## config.mk

```make
export PLATFORM = sky130hd
export DESIGN_NAME = instruction_memory_fetch
export DESIGN_NICKNAME = d
export VERILOG_FILES = /design/src/rtl/instruction_memory_fetch.sv
export SDC_FILE = /design/constraint.sdc
export NUM_CORES = 2
export LEC_CHECK = 0
export CAP_MARGIN = 15
export CORE_MARGIN = 10
export CORE_UTILIZATION = 60
export CTS_CLUSTER_DIAMETER = 40
export DETAILED_ROUTE_END_ITERATION = 8
export GPL_ROUTABILITY_DRIVEN = 0
export GPL_TIMING_DRIVEN = 0
export PLACE_DENSITY = 0.79
export SYNTH_ARGS = -nofsm -noshare
export SYNTH_HDL_FRONTEND = slang
export SYNTH_SLANG_ARGS = --single-unit
```

## constraint.sdc

```tcl
create_clock -name clk -period 16.99 [get_ports clk]
set_input_delay 5.097 -clock clk [delete_from_list [all_inputs] [get_ports clk]]
set_output_delay 5.097 -clock clk [all_outputs]
set_load 0.005 [all_outputs]
```

## src/rtl/instruction_memory_fetch.sv

```systemverilog
// Instruction store for the MAC engine controller: field-wise external loading
// (explicit or auto-incrementing address) and a registered valid/ready fetch port.
module instruction_memory_fetch #(
    parameter int FIELDS      = 2,
    parameter int FIELD_WIDTH = 32,
    parameter int DEPTH       = 16,
    parameter int EXT_WIDTH   = 32,
    localparam int PC_W       = $clog2(DEPTH),
    localparam int FA_W       = $clog2(DEPTH*FIELDS)
) (
    input  logic                          clk,
    input  logic                          reset,
    input  logic                          wr_en_ext_im,
    input  logic [EXT_WIDTH-1:0]          wr_addr_ext_im,
    input  logic [EXT_WIDTH-1:0]          wr_data_ext_im,
    input  logic                          wr_auto_inc,
    input  logic                          load_restart,
    input  logic                          run_lock,
    output logic                          wr_err,
    output logic [PC_W:0]                 loaded_cnt,
    input  logic                          fetch_valid,
    input  logic [31:0]                   fetch_pc,
    output logic                          fetch_ready,
    output logic [FIELDS*FIELD_WIDTH-1:0] instr,
    output logic                          instr_valid,
    output logic                          instr_err,
    input  logic                          instr_ready
);

    // state | meaning
    // EMPTY | no fetched word held, instr_valid = 0
    // FULL  | instr holds a fetched word, instr_valid = 1

    localparam int N_FA = DEPTH * FIELDS;
    localparam int IW   = FIELDS * FIELD_WIDTH;
    localparam logic [PC_W:0] CNT_MAX = (PC_W+1)'(DEPTH);
    localparam logic [PC_W:0] CNT_ONE = (PC_W+1)'(1);
    localparam logic [FA_W-1:0] FA_ONE  = FA_W'(1);
    localparam logic [FA_W-1:0] FA_LAST = FA_W'(N_FA - 1);

    typedef enum logic {EMPTY, FULL} state_t;

    state_t state, state_next;

    logic [FIELD_WIDTH-1:0] mem [N_FA];
    logic [FA_W-1:0]        wr_ptr;
    logic [FA_W-1:0]        base_ptr;
    logic [FA_W-1:0]        ptr_next;
    logic [FA_W-1:0]        wr_tgt;
    logic [PC_W:0]          base_cnt;
    logic                   addr_oob;
    logic                   wr_accept;
    logic                   wr_drop;
    logic                   tgt_last_field;
    logic                   fetch_accept;
    logic                   fetch_in_range;
    logic [PC_W-1:0]        rd_idx;
    logic [IW-1:0]          rd_word;

    // A restart in the same cycle as an auto-inc write rebases the pointer
    // first, so the write lands at address 0.
    always_comb begin
        base_ptr       = load_restart ? '0 : wr_ptr;
        base_cnt       = load_restart ? '0 : loaded_cnt;
        addr_oob       = !wr_auto_inc && (wr_addr_ext_im >= EXT_WIDTH'(N_FA));
        wr_tgt         = wr_auto_inc ? base_ptr : wr_addr_ext_im[FA_W-1:0];
        wr_drop        = wr_en_ext_im && (run_lock || addr_oob);
        wr_accept      = wr_en_ext_im && !run_lock && !addr_oob;
        ptr_next       = (base_ptr == FA_LAST) ? '0 : base_ptr + FA_ONE;
        tgt_last_field = ((32'(wr_tgt) % FIELDS) == FIELDS - 1);
    end

    always_ff @(posedge clk) begin
        if (!reset) begin
            for (int i = 0; i < N_FA; i++) begin
                mem[i] <= '0;
            end
            wr_ptr     <= '0;
            loaded_cnt <= '0;
            wr_err     <= 1'b0;
        end else begin
            wr_err     <= wr_drop;
            wr_ptr     <= base_ptr;
            loaded_cnt <= base_cnt;
            if (wr_accept) begin
                mem[wr_tgt] <= wr_data_ext_im[FIELD_WIDTH-1:0];
                if (wr_auto_inc) begin
                    wr_ptr <= ptr_next;
                    if (tgt_last_field && (base_cnt != CNT_MAX)) begin
                        loaded_cnt <= base_cnt + CNT_ONE;
                    end
                end
            end
        end
    end

    always_comb begin
        fetch_in_range = (fetch_pc < 32'(DEPTH));
        rd_idx         = fetch_pc[PC_W-1:0];
        rd_word        = '0;
        for (int f = 0; f < FIELDS; f++) begin
            rd_word[f*FIELD_WIDTH +: FIELD_WIDTH] = mem[FA_W'(int'(rd_idx) * FIELDS + f)];
        end
    end

    always_ff @(posedge clk) begin
        if (!reset) begin
            state <= EMPTY;
        end else begin
            state <= state_next;
        end
    end

    always_comb begin
        state_next = state;
        case (state)
            EMPTY: if (fetch_accept) state_next = FULL;
            FULL: begin
                if (fetch_accept) begin
                    state_next = FULL;
                end else if (instr_ready) begin
                    state_next = EMPTY;
                end
            end
            default: state_next = EMPTY;
        endcase
    end

    always_comb begin
        instr_valid  = (state == FULL);
        fetch_ready  = (state != FULL) || instr_ready;
        fetch_accept = fetch_valid && fetch_ready;
    end

    // instr keeps its last value after being consumed; only instr_err is cleared.
    always_ff @(posedge clk) begin
        if (!reset) begin
            instr     <= '0;
            instr_err <= 1'b0;
        end else if (fetch_accept) begin
            instr     <= fetch_in_range ? rd_word : '0;
            instr_err <= !fetch_in_range;
        end else if ((state == FULL) && instr_ready) begin
            instr_err <= 1'b0;
        end
    end

endmodule

```

== Word level (Yosys, flattened, before mapping) ==
Memories as Yosys holds them, arrays and structs flattened.
Cells that the tools add are included.

* Flip-flop bits (word level): 77
* RAM bits: 1024
* Input bits: 104
* Output and inout bits: 73
* Word-level logic and storage cells: 53
* Memories: 1

{| class="wikitable"
|+ Memories
! memory !! words !! bits a word !! rd ports !! clocked after memory_dff !! write ports !! line !! RTL
|-
| mem || 32 || 32 || 2 || 0 || 32 || 45 || <nowiki>logic [FIELD_WIDTH-1:0] mem [N_FA];</nowiki>
|}

* Add/sub/neg operators: 3
* $lt $le $gt $ge: 2
* Equal/unequal tests: 2
* Multiplexer cells: 23
* Bitwise logic cells: 1
* Reductions and logical operators: 15

{| class="wikitable"
|+ Operators by type and width
! kind !! number
|-
| $mux 64 || 1
|-
| $mux 5 || 10
|-
| $ge 32x6->1 const B || 1
|-
| $lt 32x5->1 const B || 1
|-
| $mux 32 || 1
|-
| $reduce_or 32->1 || 1
|-
| $add 5x1->5 const B || 3
|-
| $mux 1 || 10
|-
| $logic_and 1x1->1 || 7
|-
| $eq 5x5->1 const B || 1
|-
| $ne 5x5->1 const B || 1
|-
| $logic_not 1->1 || 4
|-
| $logic_or 1x1->1 || 2
|-
| $pmux 1 s2 || 1
|-
| $reduce_bool 2->1 || 1
|-
| $not 1->1 || 1
|}

== Logic depth before layout (Yosys ltp) ==
* Depth in word-level cells: 9
* Depth in mapped cells: 10
* Depth with buffers taken out: 9

== Worst setup path after synthesis ==
OpenSTA, ideal clock, no wires.

* Kind: input port to output port
* Start: input port instr_ready
* End: output port fetch_ready
* Data arrival time: 5.262 ns
* Data required time: 11.893 ns
* Path slack: 6.631 ns
* Stages on the path: 1
* Buffers on the path: 0
* Cell sequence: nand2b_1

* Word-level cells in the longest chain between the ends: 1

{| class="wikitable"
|+ Ends and longest elaborated chain
! element !! line !! RTL
|-
| from (decl) || 27 || <nowiki>input logic instr_ready</nowiki>
|-
| $logic_or 1x1->1 || 131 || <nowiki>fetch_ready = (state != FULL) || instr_ready;</nowiki>
|-
| to (decl) || 23 || <nowiki>output logic fetch_ready,</nowiki>
|}

No other way between the ends.

== Worst setup path in the final report ==
Ends and elaborated chain as after synthesis.

==> impl_metrics.yaml <==
outcome:
  outcome: "finished clean"
worst_hold_path:
  hold_start: "instr[60]$_SDFFE_PN0P_"
  hold_path_end: "instr[60]$_SDFFE_PN0P_"
  min_path_cells: 1
  hold_path.class: "register to register"
detailed_routing:
  ant_nets: 0
  routed-wl-met3_mm: 26.70
  route.met2.wl_mm: 69.33
  via_count: 32610
  wl_per_cell_um: 33.03
  top_layer: "met5"
  wl_mm: 153.7
  m1WireLength_mm: 46.08
  viasPerCell: 7.008
  drt_iter0_drc: 5910
  first_pass_iters: 7
  post-route-drc-count: 0
setup_path:
  start_kind: "input port"
  r2r-start: "wr_ptr[4]$_SDFF_PN0_"
  crit_chain: "clkdlybuf4s50_1, nand2b_1, clkdlybuf4s50_1"
  critical_path_required_ns: 11.89
  arrival_ns: 6.28
  r2r_end: "mem[17][21]$_SDFFCE_PN0P_"
  reg2reg_depth: 7
  crit_path_max_incr_delay_ns: 0.53
  cp-end-kind: "output port"
  reg2reg_slack_ns: 13.42
  path_max_fanout: 4
  crit_top_cell: "clkdlybuf4s50_1"
  crit_type: "input port to output port"
  cp_slowest_cell: "clkdlybuf4s50_1"
sta:
  fmax_mhz: 87.90
  finalHoldViolCount: 0
  fin_crit_ns: 11.38
  finClkSkew_ns: 0.02239
  tightest_slew_ns: 1.233
  slew_headroom: 0.1754
  finalCritPeriodShare: 0.6696
  finalSetupTns_ns: 0
  rsz0062_at_grt: "no"
  setup_viol: 0
  slew_violations: 0
yosys:
  synth_top_area_share: 0.6582
  synth-async-reset-ratio: 0
  synth.largest_area_cell: "edfxtp_1"
  synthCells: 3161
  synth_ff_type: "edfxtp_1"
  synthesis.nets: 3269
  synth.distinct_cells: 49
  synth_area_um2: 46720
  synth.area.top_cells: "edfxtp_1, mux4_2, nor2_1"
  avgSynthCellArea_um2: 14.78
  synth.yosys.warnings: 0
  synth_edf_count: 1024
  yosys_register_bits: 1101
  yosysSeqAreaShare: 0.6912
global_routing:
  gr-total-overflow: 0
  grt_pass1_vias: 33310
  grt_max_degree: 25
  antenna_found_initial: 6
  grt_pass1_wl_mm: 221.6
  track_usage: 0.3407
cells_and_area:
  layout_commonest_cell: "nor2_1"
  drive_above_1_share: 0.1907
  final_nets: 3609
  design_area_um2: 55340
  seq_area_um2: 32290
  multi_input_area_um2: 13470
  area_delta_synth_final_pct: 18.46
  nFillCells: 4581
  final_cell_mix: "nor2_1, edfxtp_1, mux4_2"
floorplanning:
  fp.dieW_um: 299.0
  io_pins: 177
  core_area_um2: 77340
  die-area_um2: 89430
  initial_core_util: 0.6041
  die-height_um: 299.0
  fp-row-count: 102
power:
  p_switching_mw: 1.458
  leakagePower_nw: 18.36
  p_int_mw: 4.968
  swShare: 0.2269
  clockPowerShare: 0.450
  p_comb_frac: 0.071
  ir_drop_mv: 0.09821
  cellPowerDensity_nw_per_um2: 116.1
  pwr-share-seq: 0.479
clock_tree:
  root_buffer: "clkbuf_16"
  cts_resized: 0
  cts_hold_buf: 0
  cts_sinks: 1101
  clk_latency_ns: 0.73
  cts_tree: "done"
  htreeDepth: 4
  numCtsBuffers: 130
  cts_max_path_buffers: 3
  cts_setup_buffers: 0
  clk_pin_slew_worst_paths_ns: 0.05
job:
  drv_cap: 0
placement:
  portBuffers: 171
  place_area_um2: 50800
  hpwlAfterDp_mm: 100.6
stage by stage:
step	hold slack, ns	power [mW]	util	cells	setup slack (ns)
after floorplan	0.4660	3.362	-	3161	6.631
after global placement	0.4600	3.527	0.6430	4372	4.124
after detailed placement	0.4626	3.561	0.6569	4405	5.619
after CTS	0.4788	6.375	0.7144	4639	5.618
after global routing	0.4921	6.521	0.7153	4643	5.573
final	0.4752	6.426	0.7156	4653	5.614
sequential cells by signal, indices dropped and copies added, names as in the netlist:
name,count
mem,1024
wr_err,1
instr,64
loaded_cnt,5
wr_ptr,5
instr_err,1
instr_valid,1
critical path: cells and delay by family:
kind,cells,cell delay [ns]
buf+inv,2,1.00
simple gates,1,0.18
cells in the mapped netlist, types with 4 or more instances:
cell	n
and2_1	7
o21ai_0	15
nand2_1	136
dfxtp_1	77
inv_1	6
ha_1	4
buf_6	35
nand2b_1	8
edfxtp_1	1024
nor4_1	12
buf_4	19
nand4_1	4
nor2_1	1036
buf_2	79
a31oi_1	4
nor2b_1	6
clkbuf_1	83
nand3_1	5
a22o_1	64
mux4_2	254
o21ai_1	86
nand3_2	7
a22oi_1	64
buf_1	16
a21oi_1	5
mux2i_1	70
cells by family (layout without fill, tap and decap cells):
logic type	after synthesis	count (layout)	share of synthesized area
compound gates	250	250	0.03672
xor+xnor	5	5	0.0009375
fa+ha+maj	4	4	0.001071
buf+inv	240	682	0.02855
flops	1101	1101	0.6912
mux	325	325	0.1377
other cells	0	10	0
simple gates	1236	1236	0.1039
cell type report:
type / count / share of cell area
clock buffers: 164 / 0.06506
repair buffers: 208 / 0.04463
clock inverters: 70 / 0.01531
diodes: 10 / 0.0004522
inverters: 8 / 0.0005426
well taps: 1040 / 0.02351
flip-flops and latches: 1101 / 0.5835
multi-input cells: 1820 / 0.2435
plain buffers: 232 / 0.02358
power groups by stage:
stage                     clock network [mW]  logic [mW]  registers (mW)
after floorplan                            0       0.236            3.13
after global placement                     0       0.388            3.14
after detailed placement                   0       0.427            3.13
after CTS                               2.86       0.432            3.08
after global routing                    2.98       0.459            3.09
final                                   2.89       0.453            3.08
metal layers:
layer  track usage  up-vias
met5      0.008649        -
met2        0.5139     3455
met3        0.1429      814
li1              -    12460
met1        0.4016    15870
met4        0.2176       12
worst max-delay path by stage:
stage | startpoint | slack [ns] | endpoint
floorplan | instr_ready | 6.63 | fetch_ready
global placement | load_restart | 4.12 | mem[8][14]$_SDFFCE_PN0P_
detailed placement | instr_ready | 5.62 | fetch_ready
CTS | instr_ready | 5.62 | fetch_ready
global route | instr_ready | 5.57 | fetch_ready
finish | instr_ready | 5.61 | fetch_ready
Power figures use the tool's default switching activity.
